`config.mk`:
```
export PLATFORM = sky130hd
export DESIGN_NAME = operand_input_capture_flat
export DESIGN_NICKNAME = d
export VERILOG_FILES = /design/src/rtl/operand_input_capture_if.sv /design/src/rtl/operand_input_capture.sv /design/src/flat_wrapper.sv
export SDC_FILE = /design/constraint.sdc
export NUM_CORES = 1
export LEC_CHECK = 0
export BUFFER_PORTS_ARGS = -buffer_cell sky130_fd_sc_hd__buf_2
export CAP_MARGIN = 20
export CORE_MARGIN = 4
export CORE_UTILIZATION = 50
export CTS_CLUSTER_SIZE = 30
export DETAILED_ROUTE_END_ITERATION = 10
export GPL_ROUTABILITY_DRIVEN = 0
export HOLD_SLACK_MARGIN = 0.05
export PLACE_DENSITY = 0.71
export SYNTH_ARGS = -nofsm -noshare
export SYNTH_HDL_FRONTEND = slang
export SYNTH_SLANG_ARGS = --single-unit
```
`constraint.sdc`:
```
create_clock -name clk -period 1.7 [get_ports clk]
set_input_delay 0.17 -clock clk [delete_from_list [all_inputs] [get_ports clk]]
set_output_delay 0.17 -clock clk [all_outputs]
set_load 0.01 [all_outputs]
```
`src/rtl/operand_input_capture_if.sv`:
```
// Operand entry bus: raw switch/button inputs toward the capture block
// and the captured operand pair with its status back out.
// Ports: sw, btn_load, btn_clear (raw board inputs);
//        in_1, in_2, operands_valid, new_pair, entry_stage (captured result).
interface operand_input_capture_if #(
    parameter int WIDTH = 4
);
    logic [WIDTH-1:0] sw;
    logic             btn_load;
    logic             btn_clear;
    logic [WIDTH-1:0] in_1;
    logic [WIDTH-1:0] in_2;
    logic             operands_valid;
    logic             new_pair;
    logic [1:0]       entry_stage;

    modport master (
        output sw, btn_load, btn_clear,
        input  in_1, in_2, operands_valid, new_pair, entry_stage
    );

    modport slave (
        input  sw, btn_load, btn_clear,
        output in_1, in_2, operands_valid, new_pair, entry_stage
    );
endinterface

```
`src/rtl/operand_input_capture.sv`:
```
// Synchronizes/debounces board buttons and switches, captures two operands.
// Ports: clk, rst (sync, active-high); bus (slave side of the entry bus).
module operand_input_capture #(
    parameter int WIDTH           = 4,
    parameter int DEBOUNCE_CYCLES = 250000,
    parameter int CNT_W           = 18
) (
    input logic                  clk,
    input logic                  rst,
    operand_input_capture_if.slave bus
);
    localparam logic [CNT_W-1:0] LAST = CNT_W'(DEBOUNCE_CYCLES - 1);

    typedef enum logic [1:0] {
        WAIT_A = 2'b00,
        WAIT_B = 2'b01,
        READY  = 2'b10
    } state_t;

    logic [WIDTH-1:0] sw_s1;
    logic [WIDTH-1:0] sw_s2;
    // bit 0 = LOAD, bit 1 = CLEAR
    logic [1:0]       b_s1;
    logic [1:0]       b_s2;
    logic [1:0]       deb;
    logic [1:0]       deb_q;
    logic [1:0]       evt;
    logic [CNT_W-1:0] cnt [2];

    state_t           state;
    logic [WIDTH-1:0] in_1_r;
    logic [WIDTH-1:0] in_2_r;
    logic             valid_r;
    logic             new_pair_r;

    always_ff @(posedge clk) begin
        if (rst) begin
            sw_s1 <= '0;
            sw_s2 <= '0;
            b_s1  <= '0;
            b_s2  <= '0;
            deb   <= '0;
            deb_q <= '0;
            evt   <= '0;
            for (int i = 0; i < 2; i++) begin
                cnt[i] <= '0;
            end
        end else begin
            sw_s1 <= bus.sw;
            sw_s2 <= sw_s1;
            b_s1  <= {bus.btn_clear, bus.btn_load};
            b_s2  <= b_s1;
            deb_q <= deb;
            // Registered rising-edge pulse; releases never fire.
            evt   <= deb & ~deb_q;
            for (int i = 0; i < 2; i++) begin
                if (b_s2[i] == deb[i]) begin
                    cnt[i] <= '0;
                end else if (cnt[i] == LAST) begin
                    deb[i] <= b_s2[i];
                    cnt[i] <= '0;
                end else begin
                    cnt[i] <= cnt[i] + CNT_W'(1);
                end
            end
        end
    end

    always_ff @(posedge clk) begin
        if (rst) begin
            state      <= WAIT_A;
            in_1_r     <= '0;
            in_2_r     <= '0;
            valid_r    <= 1'b0;
            new_pair_r <= 1'b0;
        end else begin
            new_pair_r <= 1'b0;
            // Clear has priority; a coincident load is dropped.
            if (evt[1]) begin
                state   <= WAIT_A;
                in_1_r  <= '0;
                in_2_r  <= '0;
                valid_r <= 1'b0;
            end else if (evt[0]) begin
                unique case (1'b1)
                    (state == WAIT_A): begin
                        in_1_r  <= sw_s2;
                        state   <= WAIT_B;
                        valid_r <= 1'b0;
                    end
                    (state == WAIT_B): begin
                        in_2_r     <= sw_s2;
                        state      <= READY;
                        valid_r    <= 1'b1;
                        new_pair_r <= 1'b1;
                    end
                    (state == READY): begin
                        in_1_r  <= sw_s2;
                        state   <= WAIT_B;
                        valid_r <= 1'b0;
                    end
                    default: begin
                        state   <= WAIT_A;
                        valid_r <= 1'b0;
                    end
                endcase
            end
        end
    end

    assign bus.in_1           = in_1_r;
    assign bus.in_2           = in_2_r;
    assign bus.operands_valid = valid_r;
    assign bus.new_pair       = new_pair_r;
    assign bus.entry_stage    = state;
endmodule

```
`src/flat_wrapper.sv`:
```
// flat-port wrapper written by rule: the top's interface ports become plain ports
module operand_input_capture_flat 
#(
    parameter int WIDTH           = 4,
    parameter int DEBOUNCE_CYCLES = 250000,
    parameter int CNT_W           = 18
)
  (clk, rst, bus_sw, bus_btn_load, bus_btn_clear, bus_in_1, bus_in_2, bus_operands_valid, bus_new_pair, bus_entry_stage);
  operand_input_capture_if #(.WIDTH(WIDTH)) bus_i ();
  input logic clk;
  input logic rst;
  input wire logic [$bits(bus_i.sw)-1:0] bus_sw;
  input wire logic [$bits(bus_i.btn_load)-1:0] bus_btn_load;
  input wire logic [$bits(bus_i.btn_clear)-1:0] bus_btn_clear;
  output wire logic [$bits(bus_i.in_1)-1:0] bus_in_1;
  output wire logic [$bits(bus_i.in_2)-1:0] bus_in_2;
  output wire logic [$bits(bus_i.operands_valid)-1:0] bus_operands_valid;
  output wire logic [$bits(bus_i.new_pair)-1:0] bus_new_pair;
  output wire logic [$bits(bus_i.entry_stage)-1:0] bus_entry_stage;
  assign bus_i.sw = bus_sw;
  assign bus_i.btn_load = bus_btn_load;
  assign bus_i.btn_clear = bus_btn_clear;
  assign bus_in_1 = bus_i.in_1;
  assign bus_in_2 = bus_i.in_2;
  assign bus_operands_valid = bus_i.operands_valid;
  assign bus_new_pair = bus_i.new_pair;
  assign bus_entry_stage = bus_i.entry_stage;
  operand_input_capture #(.WIDTH(WIDTH), .DEBOUNCE_CYCLES(DEBOUNCE_CYCLES), .CNT_W(CNT_W)) u_core (.clk(clk), .rst(rst), .bus(bus_i));
endmodule
```
==> reports/qor.yml <==
run_status:
  status: "finished with violations"
  violations: "negative setup slack"
clocking:
  clk_path_buf_depth: 2
  cts_tree: "done"
  cts_buffers: 9
  htreeDepth: 3
  cts.sinks: 65
  clk_pin_slew_ns: 0.07
  clkLatencyLatePin_ns: 0.35
  clockRootBuffer: "clkbuf_8"
drt:
  antenna_left: 0
  drc: 0
  avgViaCountPerCell: 4.82
  num_vias: 2197
  routed_wl_mm: 5.64
  wl_met1_mm: 2.72
  wl_per_cell_um: 12.4
  top_layer_used: "met4"
  dr_wl_met3_um: 202
  wl_met2_mm: 2.57
  drt_iter0_drc: 97
  first_pass_iters: 4
sta:
  setup_viol: 13
  relSlewSlack_pct: 66.6
  hold_viol_final: 0
  rsz0062_at_grt: "yes"
  min_period_ns: 1.76
  drv_slew: 0
  postLayoutSetupSlackWorst_ns: -0.0599
  hold_ws_ns: 0.0665
  tightest_slew_ns: 0.499
  fin_worst_skew_ns: 0.00944
  fin_crit_sh_pct: 104
  fmax_mhz: 568
pwr:
  powerDensity_nw_per_um2: 862
  totalPowerFinal_mw: 3.43
  peakVddDrop_mv: 0.569
  p_leak_nw: 1.54
finish:
  utilization_pct: 71.0
  syn_to_final_growth_pct: 35.4
  antenna_cells: 0
  stdcell_count: 456
  drive_above_1_share_pct: 28.9
  post-route-cell-area_um2: 3980
  nets: 389
die:
  io_pins: 20
  die_h_um: 84.7
  die_w_um: 84.7
  coreArea_um2: 5610
  start_util_pct: 52.4
  dieArea_um2: 7170
  rows: 27
yosys:
  yosysTopAreaCell: "edfxtp_1"
  ys_top_cells_by_area: "edfxtp_1, dfxtp_1, xnor2_1"
  syn_area_per_cell_um2: 10.8
  synth_edf_count: 36
  synthArstFlopShare_pct: 0
  yosysMostFrequentCell: "nor2_1"
  synth_top_area_share_pct: 36.8
  netlist_instances: 272
  ys_types: 34
  synth_area_um2: 2940
  synth_seq_cells: 65
  seq_area_frac_synth_pct: 56.5
  synth_ff_type: "edfxtp_1"
  yosys-top-cells-count: "nor2_1, edfxtp_1, dfxtp_1, xnor2_1"
  ys_warn_count: 0
hold_path:
  holdPathStages: 2
  hp-class: "in -> reg"
global_routing:
  grt_pass1_vias: 2071
  antenna_found_initial: 0
  groute.usage.overall_pct: 16.3
  grt_pass1_wl_mm: 9.17
  globalRouteOverflowTotal: 0
  grt_max_degree: 14
flow_run:
  cap_violations: 0
worst_setup_path:
  endpoint_kind: "flip-flop"
  crit_type: "reg -> reg"
  rr_worst_depth: 7
  cp-start-kind: "flip-flop"
  path_max_fanout: 6
  crit_arrival_ns: 1.86
  worstPathRequired_ns: 1.80
placement:
  io_buffers: 19
  dp.cells: 428
  hpwl_mm: 3.89
  placed_area_um2: 3520
==> flip-flops by register name (all words and copies together) (netlist names) <==
register and cells:
u_core.bus.in_1 4, u_core.bus.in_2 4, u_core.bus.entry_stage 1, u_core.deb 2, u_core.evt 2, u_core.bus.new_pair 1, u_core.bus.operands_valid 1, u_core.sw_s1 4
u_core.sw_s2 4, u_core.b_s2 2, u_core.cnt 36, u_core.b_s1 2, u_core.deb_q 2
==> through the flow <==
stage	setup TNS (ns)	worst slack [ns]
after floorplan	-3.01	-0.163
after global placement	-1.28	-0.0839
after detailed placement	-1.74	-0.114
after CTS	-0.965	-0.0518
after global routing	-2.50	-0.157
final	-0.379	-0.0599
==> where the power goes <==
group          leakage [nW]  switching, mW  internal (mW)
registers             0.607         0.0374           1.71
logic                 0.816          0.102          0.104
clock network         0.115          0.640          0.839
==> area by class of cell <==
type	instances	area (um2)
clock inverter	7	98.8
clock buffer	9	124
sequential	65	1660
multi-input combinational	224	1450
inverter	8	30.0
timing repair buffer	71	524
tap	72	90.1
fill	432	1630
==> logic make-up (layout without fill, tap and decap cells) <==
kind of cell               count (synthesis)  after routing  share of synthesized area (%)
AOI/OAI and AO/OA                          7              7                           2.81
DFF                                       65             65                           56.5
buffers and inverters                     18             95                           2.51
and+or+nand+nor                          136            136                           23.9
xor gates and xnor gates                  33             33                           9.83
other                                      1             36                          0.128
adders and majority gates                  2              2                          0.851
muxes                                     10             10                           3.41
==> critical path, stage by stage (launching register included) <==
cell      delay (ns)
edfxtp_1        0.41
ha_2            0.21
nand3_2         0.08
buf_6           0.14
buf_4           0.14
nor3_1          0.27
xnor2_1         0.21
nor2_4          0.06
==> timing repair <==
item | in CTS | in global routing
pin swaps | 4 | 12
hold endpoints to repair | 5 | 0
buffers inserted | 1 | 6
hold buffers | 5 | 0
gates cloned | 0 | 0
gates resized for setup | 3 | 30
endpoints found under the setup margin | 34 | 35
==> per-layer routing <==
layer  track usage (%)  up-vias
li1                  -     1126
met5                 0        -
met3              4.02       12
met1              21.2     1028
met4              10.4        0
met2              24.3       31
==> path summary, 6_finish.rpt <==
check	endpoint	start	slack, ns
max	u_core.cnt[0][10]$_SDFFCE_PN0P_	u_core.cnt[0][1]$_SDFFCE_PN0P_	-0.06
min	u_core.sw_s1[0]$_SDFF_PP0_	bus_sw[0]	0.07
max reg2reg	u_core.cnt[0][10]$_SDFFCE_PN0P_	u_core.cnt[0][1]$_SDFFCE_PN0P_	-0.06
min reg2reg	u_core.evt[0]$_SDFF_PP0_	u_core.deb_q[0]$_SDFF_PP0_	0.39
==> placed cells by master (no fill, tap or decap), drive strengths merged, types with 10 or more instances in the layout <==
master / n
inv: 12
dfxtp: 29
nand3: 14
nor2: 52
mux2i: 10
edfxtp: 36
buf: 66
conb: 36
nor2b: 13
nor4: 14
xnor2: 28
nand2: 11
(Power assumes the default switching activity.)
